### src/rtl/muldiv_sequencer.sv
// muldiv_sequencer: multi-cycle HI/LO unit for MULT, MULTU, DIV and DIVU.
// The unit runs one shared 32-bit add/sub step per cycle for 32 cycles:
// shift-add for multiply and restoring division for divide.
// Optional feature macro: MULDIV_DIV_EN. When it is defined the division
// path is built. When it is undefined, DIV/DIVU finish in one cycle with
// dz set and HI/LO left unchanged.

// AddSub32_2_1: 32-bit carry-lookahead adder/subtractor.
// It computes a + (b ^ {32{mode}}) + cin, using 4-bit lookahead groups.
module AddSub32_2_1 (
  input  logic [31:0] a,
  input  logic [31:0] b,
  input  logic        mode,
  input  logic        cin,
  output logic [31:0] sum,
  output logic        cout
);

  logic [31:0] bx_s;
  logic [31:0] g_s;
  logic [31:0] p_s;
  logic [32:0] c_s;

  // Generate/propagate terms and the group carries inside each 4-bit block.
  always_comb begin
    bx_s = b ^ {32{mode}};
    g_s  = a & bx_s;
    p_s  = a ^ bx_s;
    c_s  = 33'd0;
    c_s[0] = cin;
    for (int k = 0; k < 8; k++) begin
      c_s[4*k+1] = g_s[4*k] | (p_s[4*k] & c_s[4*k]);
      c_s[4*k+2] = g_s[4*k+1] | (p_s[4*k+1] & g_s[4*k])
                 | (p_s[4*k+1] & p_s[4*k] & c_s[4*k]);
      c_s[4*k+3] = g_s[4*k+2] | (p_s[4*k+2] & g_s[4*k+1])
                 | (p_s[4*k+2] & p_s[4*k+1] & g_s[4*k])
                 | (p_s[4*k+2] & p_s[4*k+1] & p_s[4*k] & c_s[4*k]);
      c_s[4*k+4] = g_s[4*k+3] | (p_s[4*k+3] & g_s[4*k+2])
                 | (p_s[4*k+3] & p_s[4*k+2] & g_s[4*k+1])
                 | (p_s[4*k+3] & p_s[4*k+2] & p_s[4*k+1] & g_s[4*k])
                 | (p_s[4*k+3] & p_s[4*k+2] & p_s[4*k+1] & p_s[4*k] & c_s[4*k]);
    end
    sum  = p_s ^ c_s[31:0];
    cout = c_s[32];
  end

endmodule

module muldiv_sequencer (
  input  logic        clk,
  input  logic        rst,
  input  logic        start,
  input  logic [1:0]  op,
  input  logic [31:0] inA,
  input  logic [31:0] inB,
  input  logic        hi_we,
  input  logic        lo_we,
  input  logic [31:0] wdata,
  output logic        busy,
  output logic        done,
  output logic        dz,
  output logic [31:0] hi,
  output logic [31:0] lo
);

  typedef enum logic [1:0] {
    ST_IDLE = 2'd0,
    ST_PREP = 2'd1,
    ST_CALC = 2'd2,
    ST_FIX  = 2'd3
  } state_t;

  state_t      state_r;
  logic [4:0]  cnt_r;
  logic        sgn_r;      // operation is signed (MULT / DIV)
  logic [31:0] a_r;        // operand A as latched at start
  logic [31:0] b_r;        // operand B as latched at start
  logic [63:0] p_r;        // multiply: product; divide: {R, Q}
  logic [31:0] m_r;        // multiplicand magnitude or divisor magnitude
  logic        neg_r;      // result must be negated (signs differ)
`ifdef MULDIV_DIV_EN
  logic        div_r;      // operation is a divide
  logic        sa_r;       // dividend was negative (remainder sign)
`endif

  logic [31:0] abs_a_s;
  logic [31:0] abs_b_s;
  logic [31:0] add_a_s;
  logic        add_mode_s;
  logic        add_cin_s;
  logic [31:0] add_sum_s;
  logic        add_cout_s;
  logic [63:0] mul_next_s;
  logic [63:0] calc_next_s;
  logic [63:0] mul_res_s;
  logic [31:0] fix_hi_s;
  logic [31:0] fix_lo_s;
`ifdef MULDIV_DIV_EN
  logic [31:0] rsh_s;
  logic [31:0] qsh_s;
  logic [63:0] div_next_s;
`endif

  // Operand magnitudes for signed ops; unsigned ops pass through.
  always_comb begin
    if (sgn_r && a_r[31]) begin
      abs_a_s = 32'd0 - a_r;
    end else begin
      abs_a_s = a_r;
    end
    if (sgn_r && b_r[31]) begin
      abs_b_s = 32'd0 - b_r;
    end else begin
      abs_b_s = b_r;
    end
  end

  // Select the shared adder operands: add for multiply, subtract for divide.
  always_comb begin
`ifdef MULDIV_DIV_EN
    rsh_s = {p_r[62:32], p_r[31]};
    qsh_s = {p_r[30:0], 1'b0};
    if (div_r) begin
      add_a_s    = rsh_s;
      add_mode_s = 1'b1;
      add_cin_s  = 1'b1;
    end else begin
      add_a_s    = p_r[63:32];
      add_mode_s = 1'b0;
      add_cin_s  = 1'b0;
    end
`else
    add_a_s    = p_r[63:32];
    add_mode_s = 1'b0;
    add_cin_s  = 1'b0;
`endif
  end

  AddSub32_2_1 u_addsub (
    .a    (add_a_s),
    .b    (m_r),
    .mode (add_mode_s),
    .cin  (add_cin_s),
    .sum  (add_sum_s),
    .cout (add_cout_s)
  );

  // Next iteration value: shift-add step, or restoring-division step.
  always_comb begin
    if (p_r[0]) begin
      mul_next_s = {add_cout_s, add_sum_s, p_r[31:1]};
    end else begin
      mul_next_s = {1'b0, p_r[63:32], p_r[31:1]};
    end
`ifdef MULDIV_DIV_EN
    // A set msb means R' overflowed 32 bits, so it is certainly >= D.
    if (p_r[63] || add_cout_s) begin
      div_next_s = {add_sum_s, qsh_s[31:1], 1'b1};
    end else begin
      div_next_s = {rsh_s, qsh_s};
    end
    if (div_r) begin
      calc_next_s = div_next_s;
    end else begin
      calc_next_s = mul_next_s;
    end
`else
    calc_next_s = mul_next_s;
`endif
  end

  // Final sign fix-up of the iterated result into HI/LO values.
  always_comb begin
    if (neg_r) begin
      mul_res_s = 64'd0 - p_r;
    end else begin
      mul_res_s = p_r;
    end
    fix_hi_s = mul_res_s[63:32];
    fix_lo_s = mul_res_s[31:0];
`ifdef MULDIV_DIV_EN
    if (div_r) begin
      if (dz) begin
        // Zero divisor: the sign fix-up is skipped on purpose.
        fix_hi_s = a_r;
        fix_lo_s = 32'hFFFF_FFFF;
      end else begin
        if (neg_r) begin
          fix_lo_s = 32'd0 - p_r[31:0];
        end else begin
          fix_lo_s = p_r[31:0];
        end
        if (sa_r) begin
          fix_hi_s = 32'd0 - p_r[63:32];
        end else begin
          fix_hi_s = p_r[63:32];
        end
      end
    end else begin
      fix_hi_s = mul_res_s[63:32];
      fix_lo_s = mul_res_s[31:0];
    end
`endif
  end

  // Sequencer FSM with registered status outputs and HI/LO registers.
  always_ff @(posedge clk or posedge rst) begin
    if (rst) begin
      state_r <= ST_IDLE;
      cnt_r   <= 5'd0;
      sgn_r   <= 1'b0;
      a_r     <= 32'd0;
      b_r     <= 32'd0;
      p_r     <= 64'd0;
      m_r     <= 32'd0;
      neg_r   <= 1'b0;
`ifdef MULDIV_DIV_EN
      div_r   <= 1'b0;
      sa_r    <= 1'b0;
`endif
      busy    <= 1'b0;
      done    <= 1'b0;
      dz      <= 1'b0;
      hi      <= 32'd0;
      lo      <= 32'd0;
    end else begin
      done <= 1'b0;
      case (state_r)
        ST_IDLE: begin
          if (start) begin
`ifdef MULDIV_DIV_EN
            sgn_r   <= ~op[0];
            div_r   <= op[1];
            a_r     <= inA;
            b_r     <= inB;
            busy    <= 1'b1;
            state_r <= ST_PREP;
`else
            if (op[1]) begin
              // Divide is not built: report completion with dz at once.
              done <= 1'b1;
              dz   <= 1'b1;
            end else begin
              sgn_r   <= ~op[0];
              a_r     <= inA;
              b_r     <= inB;
              busy    <= 1'b1;
              state_r <= ST_PREP;
            end
`endif
          end else begin
            if (hi_we) begin
              hi <= wdata;
            end
            if (lo_we) begin
              lo <= wdata;
            end
          end
        end
        ST_PREP: begin
          p_r     <= {32'd0, abs_a_s};
          m_r     <= abs_b_s;
          neg_r   <= sgn_r & (a_r[31] ^ b_r[31]);
          cnt_r   <= 5'd0;
          state_r <= ST_CALC;
`ifdef MULDIV_DIV_EN
          sa_r    <= sgn_r & a_r[31];
          dz      <= div_r & (b_r == 32'd0);
`else
          dz      <= 1'b0;
`endif
        end
        ST_CALC: begin
          p_r   <= calc_next_s;
          cnt_r <= cnt_r + 5'd1;
          if (cnt_r == 5'd31) begin
            state_r <= ST_FIX;
          end
        end
        ST_FIX: begin
          hi      <= fix_hi_s;
          lo      <= fix_lo_s;
          done    <= 1'b1;
          busy    <= 1'b0;
          state_r <= ST_IDLE;
        end
        default: begin
          state_r <= ST_IDLE;
          busy    <= 1'b0;
        end
      endcase
    end
  end

endmodule

### config.mk
export PLATFORM = sky130hd
export DESIGN_NAME = muldiv_sequencer
export DESIGN_NICKNAME = d
export VERILOG_FILES = /design/src/rtl/muldiv_sequencer.sv
export SDC_FILE = /design/constraint.sdc
export NUM_CORES = 1
export LEC_CHECK = 0
export BUFFER_PORTS_ARGS = -buffer_cell sky130_fd_sc_hd__buf_2
export CAP_MARGIN = 20
export CORE_MARGIN = 5
export CORE_UTILIZATION = 40
export DETAILED_ROUTE_END_ITERATION = 7
export SLEW_MARGIN = 20
export SYNTH_ARGS = -nofsm -noshare
export SYNTH_HDL_FRONTEND = slang
export SYNTH_SLANG_ARGS = --single-unit
### constraint.sdc
create_clock -name clk -period 11.1 [get_ports clk]
set_input_delay 2.775 -clock clk [delete_from_list [all_inputs] [get_ports clk]]
set_output_delay 2.775 -clock clk [all_outputs]
set_load 0.005 [all_outputs]
# Yosys cells after proc, flatten, opt, wreduce, memory -nomap -nowiden
# Index checks and enable logic that the tools add are counted.
# Widths: inputs -> output; s select.
classes:
  addsub: 4
  multipliers: 0
  n_div: 0
  order_cmp: 0
  eq_ne: 11
  n_shift: 0
  n_mux: 25
  n_bitwise: 204
  reduce_logical: 12
op_table:
  columns: ["operator", "n"]
  rows:
  - ["$mux 32", 6]
  - ["$mux 64", 2]
  - ["$pmux 32 s2", 2]
  - ["$pmux 64 s2", 1]
  - ["$and 1x1->1", 122]
  - ["$or 1x1->1", 76]
  - ["$sub 1x32->32 const A", 2]
  - ["$sub 1x64->64 const A", 1]
  - ["$xor 32x32->32", 2]
  - ["$and 32x32->32", 1]
  - ["$reduce_and 3->1", 6]
  - ["$ne 2x2->1 const B", 7]
  - ["$pmux 5 s2", 1]
  - ["$pmux 2 s4", 1]
  - ["$mux 1", 6]
  - ["$mux 2", 3]
  - ["$pmux 1 s2", 3]
  - ["$reduce_bool 2->1", 3]
  - ["$add 5x1->5 const B", 1]
  - ["$eq 5x5->1 const B", 1]
  - ["$eq 2x2->1 const B", 2]
  - ["$eq 2x1->1 const B", 1]
  - ["$logic_and 1x1->1", 2]
  - ["$logic_not 2->1", 1]
  - ["other kinds (2)", 3]
totals:
  register_bits: 236
  latch_bits: 0
  mem_bits_rw: 0
  rom_bits: 0
  inputBits: 103
  out_inout_bits: 67
  elab_cells: 269
  n_memories: 0

# Depth between registers and ports, before layout
depth:
  depth_word: 22
  ltp_mapped: 13
  depth_no_buf: 13

# Modules after synthesis
# From an unflattened synthesis, not the netlist that was laid out.
hier_totals:
  hier_cells: 1482
  area_unflattened_um2: 14654.1
modules_own_cells:
  columns: ["mod", "instances", "cells_each", "area_per_inst_um2", "seq_area_each_um2"]
  rows:
  - ["muldiv_sequencer", 1, 1280, 12977.4, 5905.7]
  - ["AddSub32_2_1", 1, 202, 1676.6, 0.0]

# Worst setup path after synthesis
# No wires, ideal clock.
synth_path:
  path_kind: "in2reg"
  start: "in start"
  end: "reg hi[18]"
  setup_ps: 149
  arrival_ps: 4098
  t_required_ps: 10951
  slack_ps: 6853
  path_stages: 6
  path_buffers: 2
  path_cell_list: "nand2b_1 -> a21oi_1 -> and2_1 -> clkbuf_1 -> clkbuf_1 -> a221oi_1"
synth_between:
  elab_chain_cells: 2
synth_rtl:
  columns: ["element", "line_no", "text"]
  rows:
  - ["start, declared", "52", "input logic start,"]
  - ["$ne 2x2->1 (no source line)", null, null]
  - ["$reduce_and 3->1 (no source line)", null, null]
  - ["end signal, assigned", "253", "hi <= wdata;"]
  - ["end signal, assigned", "281", "hi <= fix_hi_s;"]
  - ["end, declared", "62", "output logic [31:0] hi,"]
# Every way passes these cells.
# A chain may end at the register's enable or synchronous reset.

# Worst setup path in the final report
layout_path:
  start: "in start"
  end: "reg hi[9]"
# The elaborated chain is that of the path after synthesis.

==> flow_summary.ini <==
[floorplanning]
die_w_um = 195
row_count = 68
initial_core_util_pct = 40.2
fp.dieH_um = 195
die-area_um2 = 38200
num_io_pins = 170
core_um2 = 34200

[synth]
ys_seq_area_share_pct = 43.0
synth_edf_count = 0
ys.flop_type = dfrtp_1
ys_ff_latch = 236
synth_area_um2 = 13700
syn-instance-count = 1395
avgSynthCellArea_um2 = 9.86
synth_cell_types = 66
synthArstFlopShare_pct = 100
yosys_warnings = 0
syn_nets = 1547

[pwr]
p_total_mw = 5.24
power_density_nw_per_um2 = 329
irDropWorstVdd_v = 0.000175
leakagePower_nw = 6.98

[clocking]
ctsRootBufferMaster = clkbuf_16
cts_resized = 0
clock_latency_ns = 0.55
htree_num_levels = 1
cts.sinks = 236
cts_hold_buf = 0
cts_tree = yes
clkTransAtPathRegs_ns = 0.06
postCtsSetupRepairBufs = 0
clock_path_buffers = 3
numCtsBuffers = 27

[timing]
setup_viol = 0
post-route-period-util_pct = 42.5
skew_ns = 0.0117
final_hold_viol_count = 0
min_period_ns = 4.71
tns_ns = 0
relSlewSlack_pct = 28.9
tightest_slew_ns = 1.06
rsz0062_at_grt = no
timing.final.max_slew_violations = 0
fmax_mhz = 212

[worst_hold_path]
min_to = lo[15]$_DFFE_PP0P_
hold_depth = 1
hp-start = lo[15]$_DFFE_PP0P_
min_path_type = reg2reg

[global_route]
antenna_found_initial = 0
grt_pass1_vias = 10564
grt_pass1_wl_um = 61500
grt-ovfl-total = 0
grt_use_total_pct = 19.8
grt_max_degree = 85

[critical_path]
ff2ff_path_depth = 13
timing.reg2reg.setup_slack_ns = 7.31
startpoint_type = input port
endpoint_kind = register
timing.rr.end = p_r[60]$_DFFE_PP0P_
path_class = in2reg
r2r-start = p_r[46]$_DFFE_PP0P_
required_ns = 11.45
critPathArrivalTime_ns = 5.07
worstPathMaxFanout = 45

[layout]
area_growth_pct = 15.8
layout.cells.non_filler = 1999
design_area_um2 = 15900
final_common_cell = dfrtp_1
final_cell_mix = dfrtp_1, buf_2, nor2_1, nand2_1, mux2_2
nFillCells = 3362
drive_above_1_share_pct = 22.0
num_antenna_cells = 0
nets = 1677

[drt]
first_pass_iters = 5
ant_nets = 0
vias_per_cell = 5.46
wirelength_um = 38900
route.detailed.drc = 0
drtIter0Drc = 657
vias = 10919
wl_per_cell_um = 19.5

[place]
io_buffers = 169
dpl_cell_area_um2 = 15000
gp_congestion = 0.850
hpwl_um = 29200
placedCellCount = 1950

[outcome]
status = finished, final reports clean

[flow_run]
max_cap_viol_count = 0
-- power breakdown --
| group | total, mW | switching, mW | internal [mW] |
|---|---|---|---|
| clock | 0.904 | 0.363 | 0.541 |
| combinational | 2.59 | 1.44 | 1.15 |
| sequential | 1.74 | 0.469 | 1.28 |
| total | 5.24 | 2.28 | 2.97 |
-- kinds of logic (layout without fill, tap and decap cells) --
logic type / after synthesis / after routing / synth area share [%]
adder cells (fa/ha/maj): 49 / 49 / 4.90
buffers and inverters: 116 / 265 / 3.17
XOR/XNOR: 139 / 139 / 8.85
AND/OR/NAND/NOR: 366 / 366 / 12.9
flip-flops: 236 / 236 / 43.0
multiplexers: 108 / 108 / 8.65
AO/OA/AOI/OAI: 381 / 381 / 18.6
-- synth_stat cells, drive strengths merged (8+ instances only) --
| cell type | number | area, um2 |
|---|---|---|
| dfrtp | 236 | 5910 |
| nor2 | 139 | 522 |
| nand2 | 98 | 368 |
| a21oi | 87 | 435 |
| mux2 | 87 | 980 |
| o21ai | 82 | 410 |
| xor2 | 72 | 631 |
| clkbuf | 68 | 255 |
| xnor2 | 67 | 587 |
| a21o | 43 | 323 |
| ha | 41 | 513 |
| a211oi | 37 | 278 |
| inv | 37 | 139 |
| o31ai | 29 | 218 |
| a221oi | 23 | 220 |
| mux2i | 21 | 210 |
| o41ai | 21 | 218 |
| o22ai | 18 | 113 |
| or4 | 17 | 146 |
| nor3 | 14 | 70.1 |
| nand3 | 12 | 60.1 |
| buf | 11 | 41.3 |
| nand3b | 10 | 75.1 |
| nor4 | 10 | 62.6 |
| o2bb2ai | 9 | 78.8 |
| or2 | 9 | 58.8 |
| or3 | 9 | 62.6 |
| a31oi | 8 | 50.1 |
| fa | 8 | 160 |
| nand2b | 8 | 57.6 |
-- sequential cells by signal (all words and copies together) (netlist names) --
signal / count
neg_r: 1
sgn_r: 1
cnt_r: 5
p_r: 64
dz: 1
done: 1
busy: 1
m_r: 32
state_r: 2
b_r: 32
lo: 32
a_r: 32
hi: 32
-- critical path, cell delays in order --
cell and delay (ns):
buf_2 0.17, nand2b_1 0.21, a21oi_4 0.85, and2_1 0.86, a221oi_1 0.19
-- final cells by class --
cell class              instances  area [um2]  share of cell area [%]
multi-input cells            1043        7440                    46.7
flip-flops and latches        236        5910                    37.1
repair buffers                180         956                    6.01
clock buffers                  41         798                    5.02
well taps                     455         569                    3.58
inverters                      37         146                   0.920
clock inverters                 7         100                   0.629
-- stage by stage --
| stage | hold slack, ns | utilization [%] | setup WS, ns |
|---|---|---|---|
| finish | 0.471 | 46.5 | 6.39 |
| global route | 0.489 | 46.5 | 6.21 |
| CTS | 0.475 | 46.4 | 6.41 |
| detailed placement | 0.462 | 43.8 | 5.84 |
| global placement | 0.455 | 43.8 | 6.00 |
| floorplan | 0.444 | - | 1.85 |
-- layer usage --
layer | part of all wire (%) | track usage (%) | vias to the layer above | wire length, um
met1 | 51 | 31.7 | 5234 | 19900
met3 | 5.9 | 2.98 | 42 | 2290
li1 | - | - | 5330 | -
met2 | 41 | 28.1 | 313 | 16000
met4 | 2.0 | 4.16 | 0 | 777
met5 | 0 | 0 | - | 0
-- worst max path at each step --
stage	startpoint	endpoint	slack, ns
floorplan	rst	a_r[0]$_DFFE_PP0P_	1.85
global placement	start	hi[12]$_DFFE_PP0P_	6.00
detailed placement	start	hi[9]$_DFFE_PP0P_	5.84
CTS	start	hi[9]$_DFFE_PP0P_	6.41
global route	start	hi[19]$_DFFE_PP0P_	6.21
finish	start	hi[9]$_DFFE_PP0P_	6.39
Power figures use the tool's default switching activity.
